<file path="src/rtl/axi_lite_master.sv">
// Single-outstanding AXI-Lite initiator: one command becomes one AW+W+B write or one AR+R read.
// Define AXI_LITE_MASTER_ID_CHECK_EN to check returned IDs and expose the sticky id_err_o flag.
module axi_lite_master #(
  parameter int ADDR_W = 32,
  parameter int DATA_W = 32,
  parameter int ID_W   = 4
) (
  input  logic                clk,
  input  logic                areset,
  input  logic                cmd_valid_i,
  output logic                cmd_ready_o,
  input  logic                cmd_write_i,
  input  logic [ID_W-1:0]     cmd_id_i,
  input  logic [ADDR_W-1:0]   cmd_addr_i,
  input  logic [DATA_W-1:0]   cmd_wdata_i,
  input  logic [DATA_W/8-1:0] cmd_wstrb_i,
  output logic                rsp_valid_o,
  input  logic                rsp_ready_i,
  output logic                rsp_write_o,
  output logic [ID_W-1:0]     rsp_id_o,
  output logic [1:0]          rsp_resp_o,
  output logic [DATA_W-1:0]   rsp_rdata_o,
  output logic                busy_o,
`ifdef AXI_LITE_MASTER_ID_CHECK_EN
  output logic                id_err_o,
`endif
  output logic [ID_W-1:0]     awid_o,
  output logic [ADDR_W-1:0]   awaddr_o,
  output logic                awvalid_o,
  input  logic                awready_i,
  output logic [ID_W-1:0]     wid_o,
  output logic [DATA_W-1:0]   wdata_o,
  output logic [DATA_W/8-1:0] wstrb_o,
  output logic                wlast_o,
  output logic                wvalid_o,
  input  logic                wready_i,
  input  logic [ID_W-1:0]     bid_i,
  input  logic [1:0]          bresp_i,
  input  logic                bvalid_i,
  output logic                bready_o,
  output logic [ID_W-1:0]     arid_o,
  output logic [ADDR_W-1:0]   araddr_o,
  output logic                arvalid_o,
  input  logic                arready_i,
  input  logic [ID_W-1:0]     rid_i,
  input  logic [DATA_W-1:0]   rdata_i,
  input  logic [1:0]          rresp_i,
  input  logic                rlast_i,
  input  logic                rvalid_i,
  output logic                rready_o
);

  typedef enum logic [2:0] {IDLE, WR, B_WAIT, RD, R_WAIT, RSP} state_t;

  state_t              state_q;
  logic                cmd_ready_q, busy_q;
  logic [ID_W-1:0]     id_q;
  logic [ADDR_W-1:0]   addr_q;
  logic [DATA_W-1:0]   wdata_q;
  logic [DATA_W/8-1:0] wstrb_q;
  logic                awvalid_q, wvalid_q, aw_done_q, w_done_q, bready_q;
  logic                arvalid_q, rready_q, r_got_q;
  logic                rsp_valid_q, rsp_write_q;
  logic [ID_W-1:0]     rsp_id_q;
  logic [1:0]          rsp_resp_q;
  logic [DATA_W-1:0]   rsp_rdata_q;

  // A channel counts as finished if it completed earlier or is handshaking this cycle.
  logic aw_fin, w_fin, b_id_bad, r_id_bad;
  assign aw_fin = aw_done_q | (awvalid_q & awready_i);
  assign w_fin  = w_done_q  | (wvalid_q & wready_i);

`ifdef AXI_LITE_MASTER_ID_CHECK_EN
  logic id_err_q;
  assign b_id_bad = (bid_i != id_q);
  assign r_id_bad = (rid_i != id_q);
  assign id_err_o = id_err_q;
`else
  assign b_id_bad = 1'b0;
  assign r_id_bad = 1'b0;
`endif

  always_ff @(posedge clk or negedge areset) begin
    if (!areset) begin
      state_q     <= IDLE;
      cmd_ready_q <= 1'b0;
      busy_q      <= 1'b0;
      id_q        <= '0;
      addr_q      <= '0;
      wdata_q     <= '0;
      wstrb_q     <= '0;
      awvalid_q   <= 1'b0;
      wvalid_q    <= 1'b0;
      aw_done_q   <= 1'b0;
      w_done_q    <= 1'b0;
      bready_q    <= 1'b0;
      arvalid_q   <= 1'b0;
      rready_q    <= 1'b0;
      r_got_q     <= 1'b0;
      rsp_valid_q <= 1'b0;
      rsp_write_q <= 1'b0;
      rsp_id_q    <= '0;
      rsp_resp_q  <= '0;
      rsp_rdata_q <= '0;
`ifdef AXI_LITE_MASTER_ID_CHECK_EN
      id_err_q    <= 1'b0;
`endif
    end else begin
      case (state_q)
        IDLE: begin
          if (cmd_ready_q && cmd_valid_i) begin
            cmd_ready_q <= 1'b0;
            busy_q      <= 1'b1;
            id_q        <= cmd_id_i;
            addr_q      <= cmd_addr_i;
            wdata_q     <= cmd_wdata_i;
            wstrb_q     <= cmd_wstrb_i;
            aw_done_q   <= 1'b0;
            w_done_q    <= 1'b0;
            r_got_q     <= 1'b0;
            if (cmd_write_i) begin
              state_q   <= WR;
              awvalid_q <= 1'b1;
              wvalid_q  <= 1'b1;
            end else begin
              state_q   <= RD;
              arvalid_q <= 1'b1;
            end
          end else begin
            // First cycle out of reset raises ready here.
            cmd_ready_q <= 1'b1;
          end
        end
        WR: begin
          if (awvalid_q && awready_i) begin
            awvalid_q <= 1'b0;
            aw_done_q <= 1'b1;
          end
          if (wvalid_q && wready_i) begin
            wvalid_q <= 1'b0;
            w_done_q <= 1'b1;
          end
          if (aw_fin && w_fin) begin
            state_q  <= B_WAIT;
            bready_q <= 1'b1;
          end
        end
        B_WAIT: begin
          if (bvalid_i) begin
            bready_q    <= 1'b0;
            rsp_valid_q <= 1'b1;
            rsp_write_q <= 1'b1;
            rsp_id_q    <= bid_i;
            rsp_rdata_q <= '0;
            rsp_resp_q  <= b_id_bad ? 2'b11 : bresp_i;
`ifdef AXI_LITE_MASTER_ID_CHECK_EN
            if (b_id_bad) id_err_q <= 1'b1;
`endif
            state_q     <= RSP;
          end
        end
        RD: begin
          if (arready_i) begin
            arvalid_q <= 1'b0;
            rready_q  <= 1'b1;
            state_q   <= R_WAIT;
          end
        end
        R_WAIT: begin
          if (rvalid_i) begin
            if (!r_got_q) begin
              r_got_q     <= 1'b1;
              rsp_write_q <= 1'b0;
              rsp_id_q    <= rid_i;
              rsp_rdata_q <= rdata_i;
              rsp_resp_q  <= r_id_bad ? 2'b11 : rresp_i;
`ifdef AXI_LITE_MASTER_ID_CHECK_EN
              if (r_id_bad) id_err_q <= 1'b1;
`endif
            end else if (rresp_i != 2'b00) begin
              // Extra beats past the first are drained; only an error status survives.
              rsp_resp_q <= rresp_i;
            end
            if (rlast_i) begin
              rready_q    <= 1'b0;
              rsp_valid_q <= 1'b1;
              state_q     <= RSP;
            end
          end
        end
        RSP: begin
          if (rsp_ready_i) begin
            rsp_valid_q <= 1'b0;
            busy_q      <= 1'b0;
            cmd_ready_q <= 1'b1;
            state_q     <= IDLE;
          end
        end
        default: state_q <= IDLE;
      endcase
    end
  end

  assign cmd_ready_o = cmd_ready_q;
  assign busy_o      = busy_q;
  assign rsp_valid_o = rsp_valid_q;
  assign rsp_write_o = rsp_write_q;
  assign rsp_id_o    = rsp_id_q;
  assign rsp_resp_o  = rsp_resp_q;
  assign rsp_rdata_o = rsp_rdata_q;
  assign awid_o      = id_q;
  assign awaddr_o    = addr_q;
  assign awvalid_o   = awvalid_q;
  assign wid_o       = id_q;
  assign wdata_o     = wdata_q;
  assign wstrb_o     = wstrb_q;
  assign wlast_o     = wvalid_q;
  assign wvalid_o    = wvalid_q;
  assign bready_o    = bready_q;
  assign arid_o      = id_q;
  assign araddr_o    = addr_q;
  assign arvalid_o   = arvalid_q;
  assign rready_o    = rready_q;

endmodule

</file>
<file path="config.mk">
export PLATFORM = sky130hd
export DESIGN_NAME = axi_lite_master
export DESIGN_NICKNAME = d
export VERILOG_FILES = /design/src/rtl/axi_lite_master.sv
export SDC_FILE = /design/constraint.sdc
export NUM_CORES = 1
export LEC_CHECK = 0
export ABC_AREA = 1
export ABC_CLOCK_PERIOD_IN_PS = 2100
export BUFFER_PORTS_ARGS = -buffer_cell sky130_fd_sc_hd__buf_2
export CAP_MARGIN = 20
export CORE_AREA = 2 2 117 119
export CTS_BUF_LIST = sky130_fd_sc_hd__clkbuf_8
export CTS_CLUSTER_DIAMETER = 40
export DETAILED_ROUTE_END_ITERATION = 16
export DIE_AREA = 0 0 119 121
export GPL_ROUTABILITY_DRIVEN = 0
export PLACE_DENSITY = 0.78
export SYNTH_ARGS = -nofsm -noshare
export SYNTH_HDL_FRONTEND = slang
export SYNTH_SLANG_ARGS = --single-unit
</file>
<file path="constraint.sdc">
create_clock -name clk -period 2.1 [get_ports clk]
set_clock_uncertainty 0.15 [all_clocks]
set_input_delay 0.21 -clock clk [delete_from_list [all_inputs] [get_ports clk]]
set_output_delay 0.21 -clock clk [all_outputs]
set_load 0.02 [all_outputs]
</file>
==> metrics.md <==
| Metric | Value |
|---|---|
| Worst skew pair latency | `0.44 ns` |
| Setup violations, final | `0` |
| Slew HR | `72.9%` |
| Distinct cells, synth | `23` |
| Largest family of logic cells by synthesized area | `simple AND/OR/NAND/NOR gates` |
| Area grow syn2layout | `51.4%` |
| Clock-pin transition on the worst setup and hold timing paths | `0.08 ns` |
| Worst EP arrival | `2.16 ns` |
| Max frequency | `515 MHz` |
| Io pins | `287` |
| Initial Util | `44.3%` |
| Fill count | `952` |
| Critical-path cell list | `nor2_8, nand2_1, nor2_4, inv_2, buf_12, nand2_1, nand2_1` |
| P per Cell Area | `1510 nW/um2` |
| Multi-input logic area | `1930 um2` |
| Number of global-route vias before repair | `5883` |
| Port Buffers | `286` |
| Sequential fraction of the synthesis area | `53.9%` |
| Die ar. | `14400 um2` |
| Synthesis warning total | `0` |
| RSZ-0062 raised after global routing | `false` |
| Slowest-stage cell, CP | `dfrtp_1` |
| Synth Net Count | `844` |
| Critical path's largest stage delay | `0.56 ns` |
| Post-route DRC | `0` |
| WHS | `0.0404 ns` |
| Reg area | `3130 um2` |
| Synth top area share | `53.9%` |
| Layout cell share with drive strength beyond 1 | `31.1%` |
| Compound-Gate Fraction of Synth Area | `4.62%` |
| Vert. Die Dim | `121 um` |
| Die X | `119 um` |
| GR Overflow Total | `0` |
| Yosys reg bits | `125` |
| VDD IR-drop max | `0.815 mV` |
| Worst EP required | `2.32 ns` |
| Period utilization | `92.5%` |
| Final Hold Violating Endpoints | `0` |
| Final Non-Filler Cells | `1273` |
| Top delay family on crit path | `flip-flops` |
| Worst path most repeated cell | `nand2_1` |
| Hold WC Path Type | `in -> reg` |
| Mapped Cells | `717` |
| R2R cell count | `7` |
| Post-synthesis cell area | `5800 um2` |
| Ys flop type | `dfrtp_1` |
| Leading area contributor after synthesis | `dfrtp_1` |
| Detailed Route WL | `18.2 mm` |
| Initial antenna violation count | `0` |
| Dpl cells | `1116` |
| Post-synthesis mux area share | `0%` |
| Worst hold path stage count | `5` |
| Row Count | `42` |
| # clock sinks | `125` |
| CTS tree | `done` |
| WL/cell | `14.3 um` |
| Hpwl dp | `10.4 mm` |
| Status | `finished, final reports clean` |
| Nets | `1209` |
| DRT iter0 DRCs | `364` |
| Max-cap violations | `0` |
| 1st-pass router iterations | `5` |
| Post-Synth Simple-Gate Area | `28.5%` |
| Crit path buffers/inverters | `2` |
| Root buf cell | `clkbuf_8` |
| Total GRT Usage | `25.0%` |
| Post-route ant nets | `0` |
| First-pass GRT wire length | `28.4 mm` |
| Crit end category | `flip-flop` |
| Synth Area in XOR/XNOR | `0%` |
| Avg Inst Size Synth | `8.09 um2` |
| Levels on crit path | `7` |
| Synth cell count leaders | `nand2_1, dfrtp_1, inv_1` |
| Count leader, synth | `nand2_1` |
| Clk buf depth | `2` |
| Via/cell ratio | `4.77` |
| Slew @ Worst Pin | `0.406 ns` |
| Critical Path Fanout Max | `55` |
| CTS Buf Count | `17` |
| Final setup margin | `0.158 ns` |
| Core Area | `13100 um2` |
| Min cycle time layout | `1.94 ns` |
| Pre-CTS setup slack | `0.146 ns` |
| LEAKAGE | `5.23 nW` |
| Main area contributors after synthesis | `dfrtp_1, nand2_1, buf_4` |
| Vias | `6069` |
| Largest net degree at the start of global routing | `56` |
| Slew Limit Fails | `0` |
| Setup tns final | `0 ns` |
| Startpoint Class | `flip-flop` |
| Post-synth EDFFs | `0` |
| Ys async rst share | `100%` |
| Crit path kind | `reg -> reg` |
| Synth Area in Adders | `0%` |
| H-tree depth | `4` |
-- per-stage QoR --
| step | power (mW) | instance area (um2) | utilization, % |
|---|---|---|---|
| 2_1_floorplan | 8.74 | 5800 | - |
| 3_3_place_gp | 10.2 | 7030 | 53.7 |
| 3_5_place_dp | 10.3 | 7030 | 53.7 |
| 4_1_cts | 13.1 | 8740 | 66.8 |
| 5_1_grt | 14.2 | 8780 | 67.1 |
| 6_report | 13.3 | 8780 | 67.1 |
-- kinds of logic (layout without fill, tap and decap cells) --
| family | count (synthesis) | after routing |
|---|---|---|
| AO/OA/AOI/OAI | 50 | 50 |
| flip-flops | 125 | 125 |
| AND/OR/NAND/NOR | 416 | 417 |
| other | 0 | 2 |
| buffers and inverters | 126 | 503 |
-- routing by layer --
metal / GRT usage [%] / part of all wire [%] / wire, um
met1: 28.5 / 37 / 6810
met3: 5.55 / 6.2 / 1130
met5: 0 / 0 / 0
met4: 13.8 / 4.8 / 873
met2: 43.6 / 52 / 9410
-- cell usage in the layout, fill, tap and decap left out, drive strengths merged, types with 2 or more instances in the layout --
cell / instances
o21a: 2
clkbuf: 21
nor2: 46
clkinv: 3
clkinvlp: 2
dlygate4sd3: 121
nand4: 5
o21ai: 46
dfrtp: 125
bufinv: 6
nand3: 15
nand2: 350
diode: 2
inv: 53
buf: 297
-- final cells by class --
cell class	instances	share of cell area, %
diodes	2	0.0570
clock buffers	21	3.29
clock inverters	11	2.39
inverters	53	2.27
multi-input cells	467	22.0
flip-flops and latches	125	35.6
well taps	176	2.51
repair buffers	418	31.8
-- path summary, 6_finish.rpt --
check	from	to	slack (ns)
worst max-delay path	state_q[0]	wdata_o[5]	0.16
max in group asynchronous	areset	wdata_o[26]	1.11
worst min register to register	wdata_o[27]	wdata_o[27]	0.32
worst min-delay path	awready_i	bready_o	0.04
worst max register to register	state_q[0]	wdata_o[5]	0.16
min in group asynchronous	areset	araddr_o[28]	0.08
-- state kept, by name (all words and copies together) (netlist names), 2 cells and up --
register     flops
arid_o           4
rsp_rdata_o     32
rsp_id_o         4
araddr_o        32
wstrb_o          4
wdata_o         32
rsp_resp_o       2
state_q          3
-- power breakdown --
group          leakage (nW)  internal [mW]  switching [mW]  total [mW]
Clock                 0.248           1.65           0.959        2.61
Sequential             1.61           3.52           0.734        4.26
Combinational          3.38           2.07            4.36        6.43
Total                  5.23           7.25            6.05        13.3
-- repair_timing --
action / 4_1_cts / 5_1_grt
setup buffers: 0 / 1
hold buffers: 121 / 0
endpoints found under the hold margin: 242 / 0
gates resized for setup: 0 / 2
setup endpoints to repair: 0 / 37
-- worst register-to-register path: stages, from the launching register on --
cell     delay (ns)
dfrtp_1        0.56
nor2_8         0.07
nand2_1        0.20
nor2_4         0.07
inv_2          0.27
buf_12         0.29
nand2_1        0.16
nand2_1        0.11
Power figures use the tool's default switching activity.
